[src/rtl/exc_collect_if.sv]
// Pipeline <-> exception collector bundle: ID/EXE flags in, CP0 request out.
// int_pending/status_ie exist only when EXC_INT_EN is defined.
interface exc_collect_if;
    logic        stall;
    logic        id_valid;
    logic [31:0] id_pc;
    logic        id_pc_misalign;
    logic        id_ri;
    logic        id_syscall;
    logic        id_break;
    logic        exe_overflow;
    logic        exe_adel;
    logic        exe_ades;
    logic [31:0] exe_addr;
    logic        eret;
    logic        exc_ack;
`ifdef EXC_INT_EN
    logic [5:0]  int_pending;
    logic        status_ie;
`endif
    logic        exc_req;
    logic [4:0]  exc_code;
    logic [31:0] exc_epc;
    logic [31:0] exc_badvaddr;
    logic        exc_bad_we;
    logic        exc_flush;
    logic        eret_req;
    logic [1:0]  exc_state;

    modport master (
`ifdef EXC_INT_EN
        output int_pending, output status_ie,
`endif
        output stall, output id_valid, output id_pc, output id_pc_misalign,
        output id_ri, output id_syscall, output id_break,
        output exe_overflow, output exe_adel, output exe_ades, output exe_addr,
        output eret, output exc_ack,
        input  exc_req, input exc_code, input exc_epc, input exc_badvaddr,
        input  exc_bad_we, input exc_flush, input eret_req, input exc_state
    );

    modport slave (
`ifdef EXC_INT_EN
        input  int_pending, input status_ie,
`endif
        input  stall, input id_valid, input id_pc, input id_pc_misalign,
        input  id_ri, input id_syscall, input id_break,
        input  exe_overflow, input exe_adel, input exe_ades, input exe_addr,
        input  eret, input exc_ack,
        output exc_req, output exc_code, output exc_epc, output exc_badvaddr,
        output exc_bad_we, output exc_flush, output eret_req, output exc_state
    );
endinterface

[src/rtl/exc_collect.sv]
// Exception collection ahead of CP0: one-entry EXE slot, per-instruction priority, req/drain FSM.
// Define EXC_INT_EN to add the external-interrupt request path.
//   state | meaning
//   IDLE  | collecting; slot loads from ID, EXE resolves
//   REQ   | request held to CP0 until exc_ack, pipeline flushed
//   DRAIN | flush tail for FLUSH_CYCLES after ack, slot held empty
module exc_collect #(
    parameter int unsigned FLUSH_CYCLES = 2
) (
    input logic          clk,
    input logic          reset,
    exc_collect_if.slave bus
);
    localparam logic [4:0] EXC_INT  = 5'h00;
    localparam logic [4:0] EXC_ADEL = 5'h04;
    localparam logic [4:0] EXC_ADES = 5'h05;
    localparam logic [4:0] EXC_SYS  = 5'h08;
    localparam logic [4:0] EXC_BP   = 5'h09;
    localparam logic [4:0] EXC_RI   = 5'h0a;
    localparam logic [4:0] EXC_OV   = 5'h0c;

    typedef enum logic [1:0] {
        ST_IDLE  = 2'd0,
        ST_REQ   = 2'd1,
        ST_DRAIN = 2'd2
    } state_t;

    state_t      state_q, state_d;
    logic [3:0]  cnt_q, cnt_d;

    logic        slot_valid, slot_exc, slot_bad_we;
    logic [31:0] slot_pc, slot_badv;
    logic [4:0]  slot_code;

    logic        id_exc;
    logic [4:0]  id_code;
    logic [31:0] id_badv;

    logic        eval, res_exc, res_bad_we, int_hit, take, eret_fire;
    logic [4:0]  res_code;
    logic [31:0] res_badv;

    logic [4:0]  code_q;
    logic [31:0] epc_q, badv_q;
    logic        bad_we_q, eret_q;

    always_comb begin
        id_exc  = 1'b0;
        id_code = EXC_INT;
        id_badv = 32'd0;
        if (bus.id_pc_misalign) begin
            id_exc  = 1'b1;
            id_code = EXC_ADEL;
            id_badv = bus.id_pc;
        end else if (bus.id_ri) begin
            id_exc  = 1'b1;
            id_code = EXC_RI;
        end else if (bus.id_syscall) begin
            id_exc  = 1'b1;
            id_code = EXC_SYS;
        end else if (bus.id_break) begin
            id_exc  = 1'b1;
            id_code = EXC_BP;
        end
    end

    assign eval = slot_valid && !bus.stall && (state_q == ST_IDLE);

    // An exception carried from ID always outranks anything raised in EXE.
    always_comb begin
        res_exc    = 1'b0;
        res_code   = EXC_INT;
        res_badv   = 32'd0;
        res_bad_we = 1'b0;
        if (slot_exc) begin
            res_exc    = 1'b1;
            res_code   = slot_code;
            res_badv   = slot_badv;
            res_bad_we = slot_bad_we;
        end else if (bus.exe_overflow) begin
            res_exc  = 1'b1;
            res_code = EXC_OV;
        end else if (bus.exe_adel) begin
            res_exc    = 1'b1;
            res_code   = EXC_ADEL;
            res_badv   = bus.exe_addr;
            res_bad_we = 1'b1;
        end else if (bus.exe_ades) begin
            res_exc    = 1'b1;
            res_code   = EXC_ADES;
            res_badv   = bus.exe_addr;
            res_bad_we = 1'b1;
        end
    end

`ifdef EXC_INT_EN
    assign int_hit = eval && !res_exc && bus.status_ie && (|bus.int_pending);
`else
    assign int_hit = 1'b0;
`endif

    assign take      = (eval && res_exc) || int_hit;
    assign eret_fire = eval && bus.eret && !res_exc && !int_hit;

    always_comb begin
        state_d = state_q;
        cnt_d   = cnt_q;
        case (state_q)
            ST_IDLE: begin
                if (take) state_d = ST_REQ;
            end
            ST_REQ: begin
                if (bus.exc_ack) begin
                    state_d = ST_DRAIN;
                    cnt_d   = 4'(FLUSH_CYCLES);
                end
            end
            ST_DRAIN: begin
                if (cnt_q <= 4'd1) begin
                    state_d = ST_IDLE;
                    cnt_d   = 4'd0;
                end else begin
                    cnt_d = cnt_q - 4'd1;
                end
            end
            default: begin
                state_d = ST_IDLE;
                cnt_d   = 4'd0;
            end
        endcase
    end

    always_ff @(posedge clk or negedge reset) begin
        if (!reset) begin
            state_q <= ST_IDLE;
            cnt_q   <= 4'd0;
        end else begin
            state_q <= state_d;
            cnt_q   <= cnt_d;
        end
    end

    // Slot only advances while collecting; a taken exception or REQ/DRAIN empties it.
    always_ff @(posedge clk or negedge reset) begin
        if (!reset) begin
            slot_valid  <= 1'b0;
            slot_exc    <= 1'b0;
            slot_bad_we <= 1'b0;
            slot_pc     <= 32'd0;
            slot_badv   <= 32'd0;
            slot_code   <= EXC_INT;
        end else if ((state_q != ST_IDLE) || take) begin
            slot_valid  <= 1'b0;
            slot_exc    <= 1'b0;
            slot_bad_we <= 1'b0;
        end else if (!bus.stall) begin
            slot_valid  <= bus.id_valid;
            slot_exc    <= bus.id_valid && id_exc;
            slot_bad_we <= bus.id_valid && bus.id_pc_misalign;
            slot_pc     <= bus.id_pc;
            slot_badv   <= id_badv;
            slot_code   <= id_code;
        end
    end

    always_ff @(posedge clk or negedge reset) begin
        if (!reset) begin
            code_q   <= EXC_INT;
            epc_q    <= 32'd0;
            badv_q   <= 32'd0;
            bad_we_q <= 1'b0;
            eret_q   <= 1'b0;
        end else begin
            eret_q <= eret_fire;
            if (take) begin
                code_q   <= res_exc ? res_code   : EXC_INT;
                epc_q    <= slot_pc;
                badv_q   <= res_exc ? res_badv   : 32'd0;
                bad_we_q <= res_exc ? res_bad_we : 1'b0;
            end
        end
    end

    assign bus.exc_req      = (state_q == ST_REQ);
    assign bus.exc_flush    = (state_q != ST_IDLE);
    assign bus.exc_state    = state_q;
    assign bus.exc_code     = code_q;
    assign bus.exc_epc      = epc_q;
    assign bus.exc_badvaddr = badv_q;
    assign bus.exc_bad_we   = bad_we_q;
    assign bus.eret_req     = eret_q;
endmodule

[src/flat_wrapper.sv]
// flat-port wrapper written by rule: the top's interface ports become plain ports
module exc_collect_flat 
#(
    parameter int unsigned FLUSH_CYCLES = 2
)
  (clk, reset, bus_stall, bus_id_valid, bus_id_pc, bus_id_pc_misalign, bus_id_ri, bus_id_syscall, bus_id_break, bus_exe_overflow, bus_exe_adel, bus_exe_ades, bus_exe_addr, bus_eret, bus_exc_ack, bus_exc_req, bus_exc_code, bus_exc_epc, bus_exc_badvaddr, bus_exc_bad_we, bus_exc_flush, bus_eret_req, bus_exc_state);
  exc_collect_if bus_i ();
  input logic clk;
  input logic reset;
  input wire logic [$bits(bus_i.stall)-1:0] bus_stall;
  input wire logic [$bits(bus_i.id_valid)-1:0] bus_id_valid;
  input wire logic [$bits(bus_i.id_pc)-1:0] bus_id_pc;
  input wire logic [$bits(bus_i.id_pc_misalign)-1:0] bus_id_pc_misalign;
  input wire logic [$bits(bus_i.id_ri)-1:0] bus_id_ri;
  input wire logic [$bits(bus_i.id_syscall)-1:0] bus_id_syscall;
  input wire logic [$bits(bus_i.id_break)-1:0] bus_id_break;
  input wire logic [$bits(bus_i.exe_overflow)-1:0] bus_exe_overflow;
  input wire logic [$bits(bus_i.exe_adel)-1:0] bus_exe_adel;
  input wire logic [$bits(bus_i.exe_ades)-1:0] bus_exe_ades;
  input wire logic [$bits(bus_i.exe_addr)-1:0] bus_exe_addr;
  input wire logic [$bits(bus_i.eret)-1:0] bus_eret;
  input wire logic [$bits(bus_i.exc_ack)-1:0] bus_exc_ack;
  output wire logic [$bits(bus_i.exc_req)-1:0] bus_exc_req;
  output wire logic [$bits(bus_i.exc_code)-1:0] bus_exc_code;
  output wire logic [$bits(bus_i.exc_epc)-1:0] bus_exc_epc;
  output wire logic [$bits(bus_i.exc_badvaddr)-1:0] bus_exc_badvaddr;
  output wire logic [$bits(bus_i.exc_bad_we)-1:0] bus_exc_bad_we;
  output wire logic [$bits(bus_i.exc_flush)-1:0] bus_exc_flush;
  output wire logic [$bits(bus_i.eret_req)-1:0] bus_eret_req;
  output wire logic [$bits(bus_i.exc_state)-1:0] bus_exc_state;
  assign bus_i.stall = bus_stall;
  assign bus_i.id_valid = bus_id_valid;
  assign bus_i.id_pc = bus_id_pc;
  assign bus_i.id_pc_misalign = bus_id_pc_misalign;
  assign bus_i.id_ri = bus_id_ri;
  assign bus_i.id_syscall = bus_id_syscall;
  assign bus_i.id_break = bus_id_break;
  assign bus_i.exe_overflow = bus_exe_overflow;
  assign bus_i.exe_adel = bus_exe_adel;
  assign bus_i.exe_ades = bus_exe_ades;
  assign bus_i.exe_addr = bus_exe_addr;
  assign bus_i.eret = bus_eret;
  assign bus_i.exc_ack = bus_exc_ack;
  assign bus_exc_req = bus_i.exc_req;
  assign bus_exc_code = bus_i.exc_code;
  assign bus_exc_epc = bus_i.exc_epc;
  assign bus_exc_badvaddr = bus_i.exc_badvaddr;
  assign bus_exc_bad_we = bus_i.exc_bad_we;
  assign bus_exc_flush = bus_i.exc_flush;
  assign bus_eret_req = bus_i.eret_req;
  assign bus_exc_state = bus_i.exc_state;
  exc_collect #(.FLUSH_CYCLES(FLUSH_CYCLES)) u_core (.clk(clk), .reset(reset), .bus(bus_i));
endmodule
[config.mk]
export PLATFORM = sky130hd
export DESIGN_NAME = exc_collect_flat
export DESIGN_NICKNAME = d
export VERILOG_FILES = /design/src/rtl/exc_collect_if.sv /design/src/rtl/exc_collect.sv /design/src/flat_wrapper.sv
export SDC_FILE = /design/constraint.sdc
export NUM_CORES = 1
export LEC_CHECK = 0
export ABC_AREA = 1
export BUFFER_PORTS_ARGS = -buffer_cell sky130_fd_sc_hd__buf_2
export CORE_MARGIN = 5
export CORE_UTILIZATION = 30
export CTS_BUF_LIST = sky130_fd_sc_hd__clkbuf_4
export DETAILED_ROUTE_END_ITERATION = 10
export HOLD_SLACK_MARGIN = 0.1
export PLACE_DENSITY_LB_ADDON = 0.25
export SYNTH_ARGS = -nofsm -noshare
export SYNTH_HDL_FRONTEND = slang
export SYNTH_SLANG_ARGS = --single-unit
[constraint.sdc]
create_clock -name clk -period 2.9 [get_ports clk]
set_input_delay 0.29 -clock clk [delete_from_list [all_inputs] [get_ports clk]]
set_output_delay 0.29 -clock clk [all_outputs]
set_load 0.02 [all_outputs]
==> results.md, run 1 <==
Logic synthesis:
- The synthesized net count is about 870.
- The mean post-synth cell area is between 8 and 9 um2.
- For this run, the register share of the synthesized area comes to between 50% and 60%.
- Multiplexer cells account for 0% of the synthesized area.
- The main combinational cell family by area after synthesis is simple AND/OR/NAND/NOR gates.
- During synthesis, Yosys emitted a total of 0 warnings.
- The synthesized design contains around 150 register bits.
- The mapped netlist covers 0.00663 mm2.
- The synthesized instance count is a little under 800.
- The synthesized-area fraction occupied by and/or/nand/nor cells is between 20% and 30%.
- The compound-cell area share of the yosys netlist is around a tenth.
- Counting distinct cell types in the post-synthesis netlist gives 26.
- Summing the areas of all fa, ha and maj instances in the mapped netlist gives between 1 and 1.5% of the synthesized area.
- After Yosys synthesis, XOR and XNOR cells account for 0% of the synthesized area.

Finish:
- The final cell area excluding filler cells is between 0.008 and 0.009 mm2.
- The number of nets in the finished design is ~1,100.
- From synthesis to final layout, the design area changed by 31.3%.
- 0 antenna diodes ended up in the layout.
- The layout cell share with drive strength beyond 1 is about a quarter.
- The library cell used most frequently in the layout, excluding fill and tap cells, is sky130_fd_sc_hd__nand2_1.
- In the layout the commonest cells are sky130_fd_sc_hd__nand2_1, sky130_fd_sc_hd__buf_2, sky130_fd_sc_hd__dfrtp_1, sky130_fd_sc_hd__inv_1, sky130_fd_sc_hd__dlygate4sd3_1.
- For this run, the share of the core covered by cells in the final layout is around 40%.

Floorplanning:
- The die extent in x is ~160 um.
- The vertical die dimension is about 160 um.
- The count of boundary I/O pins is approximately 150.
- The die outline area is about 0.025 mm2.
- The row count is 54.
- The floorplan step defined a core boundary enclosing about 0.022 mm2.
- The effective utilization at floorplan is between 30% and 40%.

Run status:
- The flow ran to the end, and the final reports show no timing, DRC or antenna violations.

Setup path:
- The worst setup path is launched from a flop.
- The worst setup path is captured at a flop.
- The arrival time of data at the critical path endpoint is around 2.9 ns.
- The top fanout value on the critical path is 5.
- The worst setup path is of the flop to flop kind.
- STA puts the critical path data required time at approximately 3.4 ns.

STA:
- The worst slew slack as a fraction of its limit is 44.5%.
- The final worst-path setup slack is around 0.53 ns.
- Setup violations remaining at the end of the flow were counted as 0.
- The largest clock skew in the final design is ~0.017 ns.
- The minimum hold slack is between 0.2 and 0.25 ns.
- Counting I/O delays and the setup requirement, the final critical path takes roughly 2.4 ns.
- The final number of max-transition violations is 0.
- Dividing the final minimum period by the clock period gives 81.6%.
- The number of hold violations in the final report is 0.
- The highest attainable clock frequency is ~0.42 GHz.
- Adding up every negative setup slack in the final design gives 0 ns.
- The transition at the pin with the smallest max-transition slack is between 0.8 and 0.9 ns.
- Setup repair after global routing left no endpoint under its margin.

Drt:
- The total wire length is around 18,000 um.
- Summing over every cut layer, the via total after detailed routing is 5,553.
- The detailed-route DRC error count is 0.
- The count of TritonRoute iterations in the first routing pass is 4.
- The detailed-route wire length per cell is approximately 14 um.
- For this block, the initial DRC count from the detailed router was 221.
- Dividing the detail-routed via count by the number of cells gives 4.29.
- The count of nets left with antenna violations after detail routing is 0.

Run:
- The reported max-cap violation count is 0.

Clock network:
- Clock-pin slew was measured on the worst setup and hold paths at 0.13 ns.
- In this run the deepest clock path goes through 2 buffers.
- TritonCTS built the clock tree.
- The clock tree synthesis step divided the H-tree into 4 levels.
- Post-CTS timing repair inserted 0 buffers for setup.
- The clock tree root buffer cell is sky130_fd_sc_hd__clkbuf_4.
- TritonCTS created 17 clock buffers.
- After clock tree synthesis, the repair step resized 0 gates.
- At the later pin of the worst-skew pair, clock insertion delay measures ~0.55 ns.
- The clock net in this run drives a total of 147 sinks.
- The number of hold buffers added after CTS was 79.

GRT:
- After global routing the overflow that remains totals 0.
- The via count of the first global-routing pass is between 5,000 and 6,000.
- The global-route wire length before repair is roughly 28,000 um.
- The overall global routing resource usage is between 10 and 15%.
- Entering global routing, the biggest net connects just under 80 pins.
- The number of antenna violations at the first check in global routing is 0.

Place:
- Routability-driven placement finished with a final weighted congestion of between 0.7 and 0.8.
- The HPWL after detailed placement is 11,400 um.
- In this run the tool buffered the top-level ports with 150 buffer cells.
- Before CTS, the worst setup slack after placement is between 0.8 and 0.9 ns.
- The total placed instance area is roughly 0.0076 mm2.

Pwr:
- Across the VDD grid, the largest voltage drop is around 0.00034 V.
- The power per cell area is 887 mW/mm2.
- The cell leakage power is 0.00473 uW.

Min path:
- The type of the worst min-delay path is primary input to asynchronous set/reset pin.
worst max-delay path: stages (launching register included):
cell and delay (ns):
sky130_fd_sc_hd__dfrtp_1 0.43, sky130_fd_sc_hd__inv_1 0.11, sky130_fd_sc_hd__ha_1 0.28, sky130_fd_sc_hd__nand2_1 0.10, sky130_fd_sc_hd__nor2_2 0.12, sky130_fd_sc_hd__nand2_1 0.07, sky130_fd_sc_hd__dlygate4sd3_1 0.56, sky130_fd_sc_hd__nor2_1 0.10
sky130_fd_sc_hd__dlygate4sd3_1 0.55
flip-flops by register name, summed over array words and instances (netlist names):
signal / count
u_core.bus.eret_req: 1
u_core.bus.exc_bad_we: 1
u_core.bus.exc_badvaddr: 32
u_core.slot_code: 4
u_core.bus.exc_code: 4
u_core.bus.exc_state: 2
u_core.slot_exc: 1
u_core.slot_valid: 1
u_core.slot_bad_we: 1
u_core.cnt_q: 4
u_core.slot_pc: 32
u_core.bus.exc_epc: 32
u_core.slot_badv: 32
per-layer routing:
layer  vias up  GRT usage [%]  routed length [um]  part of all wire, %
met5         -              0                   0                    0
met4         0           4.39                 235                  1.3
met3        18           3.72                1020                  5.8
met2       135           23.0                8020                   46
met1      2579           18.8                8230                   47
li1       2821              -                   -                    -
synthesized netlist by cell type, drive strengths merged:
| master | instances | area, um2 |
|---|---|---|
| nor3 | 2 | 10.0 |
| nand3 | 13 | 70.1 |
| clkbuf | 17 | 67.6 |
| o21bai | 1 | 7.51 |
| buf | 25 | 224 |
| conb | 1 | 3.75 |
| ha | 6 | 75.1 |
| o21ai | 105 | 638 |
| a21oi | 1 | 5.00 |
| nand3b | 3 | 22.5 |
| nand4 | 1 | 6.26 |
| nand2 | 365 | 1450 |
| nor2 | 12 | 50.1 |
| inv | 83 | 312 |
| dfrtp | 147 | 3680 |
| o31ai | 1 | 7.51 |
logic make-up (layout without fill, tap and decap cells):
| logic type | count (synthesis) | after routing |
|---|---|---|
| AO/OA/AOI/OAI | 108 | 108 |
| adder cells (fa/ha/maj) | 6 | 6 |
| buffers and inverters | 125 | 355 |
| flip-flops | 147 | 147 |
| other | 1 | 1 |
| AND/OR/NAND/NOR | 396 | 396 |
report_power, final:
group          switching (uW)  total, uW  internal, uW
Clock                     742       1520           775
Combinational            1780       2810          1030
Sequential                503       3390          2880
Total                    3030       7720          4690
stage by stage:
| stage | cells | power, uW |
|---|---|---|
| after floorplan | 783 | 5330 |
| after global placement | 1183 | 6160 |
| after detailed placement | 1183 | 6200 |
| after CTS | 1293 | 7840 |
| after global routing | 1293 | 8340 |
| final | 1293 | 7720 |
cell type report:
class	instances	area, um2
inverters	83	312
fillers	2245	13100
repair buffers	241	1680
flip-flops and latches	147	3680
multi-input cells	511	2350
well taps	280	350
clock inverters	12	188
clock buffers	19	143
path summary, 6_finish.rpt:
| kind | cells after the start | start | endpoint | slack (ns) |
|---|---|---|---|---|
| worst max-delay path | 8 | u_core.bus.exc_state[1] | u_core.bus.eret_req | 0.53 |
| worst min-delay path | 2 | reset | u_core.bus.exc_epc[4] | 0.21 |
| worst max register to register | 8 | u_core.bus.exc_state[1] | u_core.bus.eret_req | 0.53 |
| worst min register to register | 2 | u_core.slot_pc[25] | u_core.bus.exc_epc[25] | 0.48 |
| max in group asynchronous | 3 | reset | u_core.slot_pc[25] | 1.90 |
| min in group clk | 3 | bus_id_pc_misalign | u_core.slot_badv[17] | 0.24 |
Power figures use the tool's default switching activity.
==> run 2, diff against run 1 <==
==> constraint.sdc (replaced) <==
create_clock -name clk -period 2.1 [get_ports clk]
set_input_delay 0.21 -clock clk [delete_from_list [all_inputs] [get_ports clk]]
set_output_delay 0.21 -clock clk [all_outputs]
set_load 0.02 [all_outputs]
==> run 2 against run 1 <==
Effect of this change: register-to-register slack got worse by 0.34 ns; sequential share of layout area decreased by 0.25 points; critical path depth grew 1; via count is essentially flat; non-clock buffer count grew 6; first-iteration DRC count grew 0.45%; largest power group unchanged.
==> results.md, run 2 (synthesis gave the netlist of run 1 again) <==
Run status:
- The run finished with clean final reports.

Clock network:
- The number of buffers inserted during clock tree synthesis is 17.
- The clock tree from TritonCTS is built.
- The cell sitting at the root of the clock tree is a sky130_fd_sc_hd__clkbuf_4.
- The maximum clock insertion buffer count is 2.
- Clock-pin slew was measured on the worst setup and hold paths at 0.16 ns.
- The clock reaches the later pin of the worst-skew pair after 0.56 ns.
- The count of H-tree levels built during CTS is 4.
- CTS saw 147 sinks.

STA:
- On the final layout, the worst clock skew is ~0.026 ns.
- The final worst-path setup slack is approximately 0.19 ns.
- The highest attainable clock frequency is roughly 0.52 GHz.
- The share of the cycle needed by the critical path after routing is around nine tenths.
- The number of hold violations in the final report is 0.
- The total of endpoints with negative setup slack in the final report is 0.
- Setup repair after global routing left no endpoint under its margin.
- The clock period minus final worst setup slack is 1.91 ns.
- The final number of max-transition violations is 0.
- The worst slew slack as a fraction of its limit is between 30% and 40%.
- For the final routed database, the setup TNS stands at 0 ns.
- For the pin with the worst max-slew slack, the measured transition is between 0.9 and 1 ns.

GRT:
- Global routing finished with a remaining overflow of 0.
- The via count of the first global-routing pass is roughly 5,400.
- The global-route wire length before repair is 27,800 um.
- Entering global routing, the biggest net connects slightly below 70 pins.
- The overall global routing resource usage is roughly 14%.
- The number of antenna violations at the first check in global routing is 0.

Pwr:
- In this run the static leakage power is 0.00472 uW.
- The power per cell area is 1200 mW/mm2.
- The maximum vdd drop is 0.000446 V.

Drt:
- The total met3 wirelength after detailed routing is 1040 um.
- In the routed design, unresolved DRC markers number 0.
- For this block, the via count after detailed routing is around 5,600.
- The pre-antenna-repair detailed-routing pass consisted of 4 iterations.
- After the first detailed-routing iteration, the DRC count stood at roughly 220.
- The met2 routed wirelength is approximately 8000 um.
- After detailed routing, the wire length on met1 is about 8500 um.
- Signal routing reaches up to met4.
- Dividing the detail-routed via count by the number of cells gives between 4 and 5.
- For this block, the routed nets add up to about 18,000 um of wire.
- The count of nets left with antenna violations after detail routing is 0.
- The detailed-route wire length per cell is ~14 um.

Finish:
- The number of antenna repair diodes is 0.
- Compared with the post-synthesis result, the final layout area differs by 32.1%.
- The final standard cell count with taps included and fillers excluded is between 1,000 and 1,500.
- The commonest non-fill, non-tap cell in the layout is sky130_fd_sc_hd__nand2_1.
- The net count of the finished layout is 1,091.
- The layout cell share with drive strength beyond 1 is 26.3%.
- Leaving out fill and tap cells, the most frequent cells in the layout are sky130_fd_sc_hd__nand2_1, sky130_fd_sc_hd__buf_2, sky130_fd_sc_hd__dfrtp_1, sky130_fd_sc_hd__inv_1, sky130_fd_sc_hd__dlygate4sd3_1.
- Cells fill 40.2% of the core in the end.

Setup path:
- The top fanout value on the critical path is 50.
- For the worst setup path, the data required time is 2.57 ns.
- At the worst endpoint, the arrival time is between 2 and 2.5 ns.
- The worst setup path is captured at a flop.
- The worst setup path is of the flop to flop kind.
- The worst setup path is launched from a flop.

Floorplanning:
- In this run the standard cell core region covers approximately 0.022 mm2.
- After floorplanning, the core was divided into 54 placement rows.
- The die outline area is ~0.025 mm2.
- The die extent in x is ~160 um.
- The vertical die dimension is roughly 160 um.
- The effective utilization at floorplan is approximately 30%.
- The count of boundary I/O pins is around 150.

Place:
- Detailed placement ended at an HPWL of 11,500 um.
- In this run the tool buffered the top-level ports with 150 buffer cells.
- OpenSTA, run right after detailed placement, puts the worst setup slack at about 0.13 ns.
- The placed cell count is around 1,200.
- The congestion estimate from routability-driven global placement came to roughly 0.79.

Run:
- The tool flagged a number of max-cap violations equal to 0.

Min path:
- The tightest min-delay check is of the primary input to flop type.
## run 2: per-layer routing
layer  GRT usage [%]  vias to the layer above
li1                -                     2838
met1            19.3                     2569
met2            22.1                      131
met3            3.70                       13
met4            3.57                        0
met5               0                        -
## run 2: layout make-up
type | count | area [um2]
Clock buffer | 17 | 128
Clock inverter | 15 | 149
Fill cell | 2253 | 13000
Inverter | 83 | 312
Multi-Input combinational cell | 512 | 2380
Sequential cell | 147 | 3680
Tap cell | 280 | 350
Timing Repair Buffer | 247 | 1760
## run 2: worst paths after layout
path                                              end                    start  cells past startpoint  slack, ns
max                                u_core.slot_pc[16]  u_core.bus.exc_state[0]                      9       0.19
min                              u_core.slot_badv[12]       bus_id_pc_misalign                      3       0.17
max reg2reg                        u_core.slot_pc[16]  u_core.bus.exc_state[0]                      9       0.19
min reg2reg                    u_core.bus.exc_epc[14]       u_core.slot_pc[14]                      2       0.48
max in group asynchronous          u_core.slot_pc[14]                    reset                      3       1.23
min in group asynchronous  u_core.bus.exc_badvaddr[3]                    reset                      2       0.20
## run 2: report_power, final
group	switching (uW)	internal (uW)	total, uW
registers	725	3980	4700
logic	2480	1520	4000
clock network	1200	620	1820
total	4410	6110	10500
## run 2: through the flow
step / total power, uW / hold slack (ns) / area, um2
global placement: 8540 / 0.268 / 7640
detailed placement: 8610 / 0.281 / 7640
floorplan: 7360 / -0.0856 / 6630
finish: 10500 / 0.172 / 8750
CTS: 10600 / 0.118 / 8700
global route: 11300 / 0.108 / 8750
## run 2: repair_timing
action	4_1_cts	5_1_grt
hold buffers	78	0
hold endpoints to repair	239	0
buffers inserted	0	2
resized for setup	0	4
setup endpoints to repair	0	21
## run 2: critical path: stages (launching register included)
cell                      delay [ns]
sky130_fd_sc_hd__dfrtp_1        0.43
sky130_fd_sc_hd__inv_1          0.16
sky130_fd_sc_hd__ha_4           0.22
sky130_fd_sc_hd__nand2_1        0.07
sky130_fd_sc_hd__nor2_2         0.11
sky130_fd_sc_hd__nand2_2        0.15
sky130_fd_sc_hd__nand3_4        0.23
sky130_fd_sc_hd__buf_16         0.26
sky130_fd_sc_hd__nand2_1        0.07
sky130_fd_sc_hd__o21ai_0        0.08
